File: src/rtl/toggle_rx.sv
// toggle_rx: receiving end of a two-phase (toggle) handshake link.
// A level mismatch between synchronised req_t and ack_t is one pending word.
// The word is captured into a small first-word-fall-through buffer and
// acknowledged by inverting ack_t. The buffer drains through valid/ready.
//
// Ports:
//   clk      - rising-edge clock
//   clrn     - asynchronous active-low clear
//   req_t    - toggle request from the sender (asynchronous to clk)
//   data_in  - sender data, stable while a transfer is outstanding
//   ack_t    - toggle acknowledge back to the sender
//   valid    - buffer not empty
//   ready    - consumer accepts data_out when valid is high
//   data_out - oldest buffered word, 0 when empty
//   count    - buffer occupancy
module toggle_rx #(
  parameter int unsigned WIDTH       = 8,
  parameter int unsigned DEPTH       = 2,
  parameter int unsigned SYNC_STAGES = 2
) (
  input  logic                     clk,
  input  logic                     clrn,
  input  logic                     req_t,
  input  logic [WIDTH-1:0]         data_in,
  output logic                     ack_t,
  output logic                     valid,
  input  logic                     ready,
  output logic [WIDTH-1:0]         data_out,
  output logic [$clog2(DEPTH):0]   count
);

  localparam int unsigned PW = $clog2(DEPTH);
  localparam int unsigned CW = PW + 1;

  logic [SYNC_STAGES-1:0] r_sync;
  logic                   r_ack;
  logic [CW-1:0]          r_count;
  logic [PW-1:0]          r_wr_ptr;
  logic [PW-1:0]          r_rd_ptr;
  logic [WIDTH-1:0]       r_mem [DEPTH];
  logic                   r_valid;
  logic [WIDTH-1:0]       r_data_out;

  logic                   w_req_s;
  logic                   w_pending;
  logic                   w_capture;
  logic                   w_pop;
  logic [CW-1:0]          w_count_nxt;
  logic [PW-1:0]          w_rd_ptr_nxt;
  logic [WIDTH-1:0]       w_data_nxt;

  assign w_req_s   = r_sync[SYNC_STAGES-1];
  assign w_pending = w_req_s ^ r_ack;
  // Full check uses the registered count only; a same-edge pop does not free a slot.
  assign w_capture = w_pending && (r_count < CW'(DEPTH));
  assign w_pop     = r_valid && ready;

  // Next occupancy, read pointer and head word, so valid/data_out can be registered.
  always_comb begin
    w_count_nxt  = r_count;
    w_rd_ptr_nxt = r_rd_ptr;
    w_data_nxt   = '0;
    if (w_capture && !w_pop) begin
      w_count_nxt = r_count + CW'(1);
    end else if (w_pop && !w_capture) begin
      w_count_nxt = r_count - CW'(1);
    end
    if (w_pop) begin
      w_rd_ptr_nxt = r_rd_ptr + PW'(1);
    end
    if (w_count_nxt != '0) begin
      // The new head is the word being written this edge when the buffer was
      // empty, or held one word that is popped at the same time.
      if (w_capture && (r_wr_ptr == w_rd_ptr_nxt)) begin
        w_data_nxt = data_in;
      end else begin
        w_data_nxt = r_mem[w_rd_ptr_nxt];
      end
    end
  end

  // req_t synchroniser.
  always_ff @(posedge clk or negedge clrn) begin
    if (!clrn) begin
      r_sync <= '0;
    end else begin
      r_sync <= {r_sync[SYNC_STAGES-2:0], req_t};
    end
  end

  // Buffer control, acknowledge and registered consumer-side outputs.
  always_ff @(posedge clk or negedge clrn) begin
    if (!clrn) begin
      r_ack      <= 1'b0;
      r_count    <= '0;
      r_wr_ptr   <= '0;
      r_rd_ptr   <= '0;
      r_valid    <= 1'b0;
      r_data_out <= '0;
    end else begin
      if (w_capture) begin
        r_wr_ptr <= r_wr_ptr + PW'(1);
        r_ack    <= ~r_ack;
      end
      r_rd_ptr   <= w_rd_ptr_nxt;
      r_count    <= w_count_nxt;
      r_valid    <= (w_count_nxt != '0);
      r_data_out <= w_data_nxt;
    end
  end

  // Buffer storage.
  always_ff @(posedge clk or negedge clrn) begin
    if (!clrn) begin
      for (int i = 0; i < int'(DEPTH); i++) begin
        r_mem[i] <= '0;
      end
    end else if (w_capture) begin
      r_mem[r_wr_ptr] <= data_in;
    end
  end

  assign ack_t    = r_ack;
  assign valid    = r_valid;
  assign data_out = r_data_out;
  assign count    = r_count;

endmodule

File: config.mk
export PLATFORM = sky130hd
export DESIGN_NAME = toggle_rx
export DESIGN_NICKNAME = d
export VERILOG_FILES = /design/src/rtl/toggle_rx.sv
export SDC_FILE = /design/constraint.sdc
export NUM_CORES = 1
export LEC_CHECK = 0
export CORE_UTILIZATION = 25
export DETAILED_ROUTE_END_ITERATION = 6
export RECOVER_POWER = 50
export SETUP_SLACK_MARGIN = 0.3
export SKIP_LAST_GASP = 1
export SYNTH_ARGS = -nofsm -noshare
export SYNTH_HDL_FRONTEND = slang
export SYNTH_SLANG_ARGS = --single-unit
File: constraint.sdc
create_clock -name clk -period 4.2 [get_ports clk]
set_input_delay 0.42 -clock clk [delete_from_list [all_inputs] [get_ports clk]]
set_output_delay 0.42 -clock clk [all_outputs]
set_load 0.02 [all_outputs]
Word-level counts from Yosys, hierarchy flattened
Cells that the tools add are included.
- ROM bits: 0
- memories: 0
- register bits: 32
- bits in writable memories: 0
- input bits: 12
- bits in latches: 0
- bitwise gates (word level): 4
- $add $sub $neg: 4
- reduce and logical (&&, ||, !) cells: 9
- shift operators: 0
- equality and inequality tests: 1
- $lt $le $gt $ge: 4
- multiplexer cells: 11
- $mul: 0
- div/mod/pow operators: 0
- operators by type and width (kind ; count):
    two-way mux 8 bit ; 6
    bitwise mux 16 bit ; 1
    demux 8 bit (select 1 bit) ; 1
    logical AND 1 bit ; 6
    greater-or-equal comparator 2 bit (second input constant) ; 2
    two-way mux 2 bit ; 2
    inverter 1 -> 2 bit ; 2
    adder 1 bit (second input constant) ; 2
    adder 2 x 1 -> 2 bit (second input constant) ; 1
    logical NOT 1 bit ; 2
    < comparator 2 x 1 -> 1 bit (second input constant) ; 1
    < comparator 2 bit (second input constant) ; 1
    nonzero test 2 bit ; 1
    subtractor 2 x 1 -> 2 bit (second input constant) ; 1
    == test 1 bit ; 1
    two-way mux 1 bit ; 1
    inverter 1 bit ; 1
    bitwise XOR 1 bit ; 1

Logic depth before layout (Yosys ltp)
- depth in word-level cells: 8
- mapped depth: 5

Least setup slack after synthesis
Ideal clock, no wire load.
- kind: register to register
- from: register r_ack (netlist: ack_t)
- to: register r_mem[0] (netlist bit)
- arrival: 1.495 ns
- path slack: 2.580 ns
- clock period less this slack: 1.620 ns
- library setup time: 0.125 ns
- stages on the path, launching flop included: 5
- path through: dfrtp_1 -> xor2_1 -> nand2b_2 -> nor2_2 -> mux2_2
- cells in the longest elaborated chain, start to end: 2
- ends and longest elaborated chain (element ; RTL line ; source):
    start: declaration ; 36 ; logic r_ack;
    start signal: assignment ; 103 ; r_ack <= ~r_ack;
    bitwise XOR 1 bit ; 53 ; assign w_pending = w_req_s ^ r_ack;
    logical AND 1 bit ; 55 ; assign w_capture = w_pending && (r_count < CW'(DEPTH));
    end signal: indexed assignment ; 119 ; r_mem[r_wr_ptr] <= data_in;
    end: declaration ; 40 ; logic [WIDTH-1:0] r_mem [DEPTH];
No other way between the ends.
A chain may end at the register's enable or synchronous reset.

Worst setup path after layout
- from: register r_ack (netlist: ack_t)
- to: register r_mem[3] (netlist bit)
Same word-level chain as after synthesis.

==> results.tsv <==
metric	value	unit
outcome	finished, final reports clean	
max-vdd-ir-drop	0.000249	V
clock_skew	2.53	ps
cp.required	4360	ps
cts_tree	yes	
power_leakage	0.751	nW
area_growth	26.7	%
grt-ovfl-total	0	
htree_levels	2	
clockPowerShare	15.6	%
crit_type	reg2reg	
grt_pass1_vias	947	
yosysSeqAreaShare	55.6	%
end_kind	flop	
switching_power	0.586	mW
antenna_cells	0	
dieHeight	77.9	um
antenna_found_initial	0	
power.internal	1.03	mW
final.setup.worst_slack	2170	ps
nNetsFinal	139	
die_area	6070	um^2
post_cts_buffers	0	
fin_crit	2030	ps
fmax	0.492	GHz
seqPwrFrac	35.0	%
dp_slack	1910	ps
grt_first_pass_wirelength	4770	um
die_w	77.9	um
cap_viol_max_count	0	
ctsResizeCount	0	
syn_inst	100	
fin_hold_ws	351	ps
syn_nets	112	
hpwl	1970	um
viasPerCell	4.45	
worstMarginPinSlew	934	ps
r2r_slack	2170	ps
layout-drive-gt1-share	29.1	%
grt.total_usage	10.6	%
cts_hold_buf	0	
io_buffers	23	
yosys_warnings	0	
initial_utilization	26.0	%
placed_cells	192	
grt_start_max_net_pins	18	
drt_wl_total	2860	um
core_region_area	5540	um^2
worst-path-max-fanout	12	
globalplace.congestion	0.688	
routed-via-count	886	
rsz0062_at_grt	no	
clockBufferDepth	2	
cp-start-kind	flop	
drtIter0Drc	27	
setup_viol	0	
cts.sinks	32	
swShare	36.2	%
fin_total_pwr	1.62	mW
fillers	565	
final.setup.tns	0	ps
drcViolationCount	0	
clk_pin_slew	60	ps
slew_headroom	37.8	%
cts_buffers	5	
num_io_pins	24	
synth-seq-cells	32	
worstSkewPairLatency	280	ps
avgSynthCellArea	14.4	um^2
p_per_area	885	nW/um^2
pwr-share-comb	49.5	%
cts_root_buffer	clkbuf_8	
first_pass_iters	4	
yosysUniqueCellTypes	26	
drt-wirelength-per-cell	14.4	um
final_util	33.0	%
slew_viol_final	0	
fin_area	1830	um^2
hold_viol	0	
floorplan.rows	27	
final_cells	199	
ant_nets	0	
finalCritPeriodShare	48.4	%
syn_area	1440	um^2
placed_area	1740	um^2
hold_class	reg2reg	
cp.arrival	2200	ps
==> logic make-up (layout without fill, tap and decap cells) <==
| family | Yosys count | after routing | share of synthesized area [%] |
|---|---|---|---|
| AOI/OAI and AO/OA | 11 | 11 | 8.77 |
| DFF | 32 | 32 | 55.6 |
| xor gates and xnor gates | 7 | 7 | 6.86 |
| buffers and inverters | 7 | 34 | 3.04 |
| muxes | 25 | 25 | 18.8 |
| and+or+nand+nor | 18 | 18 | 6.95 |
==> cell type report <==
type                    instances  area, um^2  share of cell area (%)
clock buffers                   7        96.3                    5.27
inverters                       3        11.3                   0.616
multi-input cells              61         594                    32.5
flip-flops and latches         32         801                    43.8
well taps                      72        90.1                    4.93
repair buffers                 24         234                    12.8
==> synthesized netlist by cell type <==
| library cell | instances | share of area [%] |
|---|---|---|
| nand2_1 | 2 | 0.52 |
| or2_0 | 1 | 0.43 |
| xor2_2 | 1 | 1.1 |
| nor2_2 | 1 | 0.43 |
| mux2_2 | 17 | 13 |
| xnor2_1 | 3 | 1.8 |
| a221o_1 | 1 | 0.69 |
| or3_1 | 1 | 0.43 |
| xor3_1 | 1 | 1.6 |
| nand3_1 | 1 | 0.35 |
| buf_2 | 1 | 0.35 |
| nand2b_2 | 1 | 0.61 |
| mux2i_1 | 8 | 5.6 |
| nand2_2 | 1 | 0.43 |
| inv_1 | 3 | 0.78 |
| nor4_1 | 1 | 0.43 |
| a21oi_2 | 1 | 0.61 |
| a211oi_2 | 8 | 6.9 |
| xnor3_2 | 1 | 1.6 |
| nor3_1 | 8 | 2.8 |
| buf_6 | 2 | 1.6 |
| clkbuf_2 | 1 | 0.35 |
| nand3b_1 | 1 | 0.52 |
| xor2_1 | 1 | 0.61 |
| dfrtp_1 | 32 | 56 |
| a21o_1 | 1 | 0.52 |
==> path summary, 6_finish.rpt <==
kind	from	end	depth (start not counted)
max	ack_t$_DFFE_PN0N_	r_mem[3]$_DFFE_PN0P_	4
min	r_sync[0]$_DFF_PN0_	r_sync[1]$_DFF_PN0_	0
max reg2reg	ack_t$_DFFE_PN0N_	r_mem[3]$_DFFE_PN0P_	4
min reg2reg	r_sync[0]$_DFF_PN0_	r_sync[1]$_DFF_PN0_	0
max in group asynchronous	clrn	r_mem[14]$_DFFE_PN0P_	2
min in group asynchronous	clrn	count[1]$_DFF_PN0_	1
==> flip-flops by register name, summed over array words and instances (netlist names) <==
name      cells
ack_t         1
count         2
r_sync        2
r_rd_ptr      1
r_wr_ptr      1
valid         1
data_out      8
r_mem        16
==> power by group through the flow <==
stage | clock network (mW) | registers [mW] | logic [mW]
2_1_floorplan | 0 | 0.612 | 0.546
3_3_place_gp | 0 | 0.561 | 0.790
3_5_place_dp | 0 | 0.571 | 0.810
4_1_cts | 0.259 | 0.567 | 0.815
5_1_grt | 0.270 | 0.586 | 0.860
6_report | 0.252 | 0.565 | 0.800
==> worst max-delay path, stage by stage (launching register included) <==
cell and delay, ps:
dfrtp_1 440, xor2_1 270, nand2b_1 320, nor2_2 500, mux2_2 400
==> metal layers <==
metal	vias to the layer above	wire [um]	GRT usage (%)
met2	22	1400	17.5
met5	-	0	0
li1	411	-	-
met1	447	1260	12.3
met4	0	54	4.44
met3	6	150	4.00
==> placed cells by master (no fill, tap or decap) <==
| cell type | instances |
|---|---|
| mux2_2 | 17 |
| clkbuf_1 | 1 |
| nand3b_1 | 1 |
| or2_0 | 1 |
| a221o_1 | 1 |
| clkbuf_8 | 7 |
| nand2_2 | 1 |
| xor3_1 | 1 |
| a21o_1 | 1 |
| clkdlybuf4s50_1 | 21 |
| xnor2_1 | 3 |
| nand2_1 | 2 |
| a21oi_2 | 1 |
| mux2i_1 | 8 |
| nor4_1 | 1 |
| nand2b_1 | 1 |
| xnor3_2 | 1 |
| inv_1 | 3 |
| nor3_1 | 8 |
| a211oi_2 | 8 |
| or3_1 | 1 |
| nor2_2 | 1 |
| xor2_2 | 1 |
| nand3_1 | 1 |
| dlygate4sd3_1 | 2 |
| dfrtp_1 | 32 |
| xor2_1 | 1 |
Note: power is estimated with default switching activity, not from simulation.
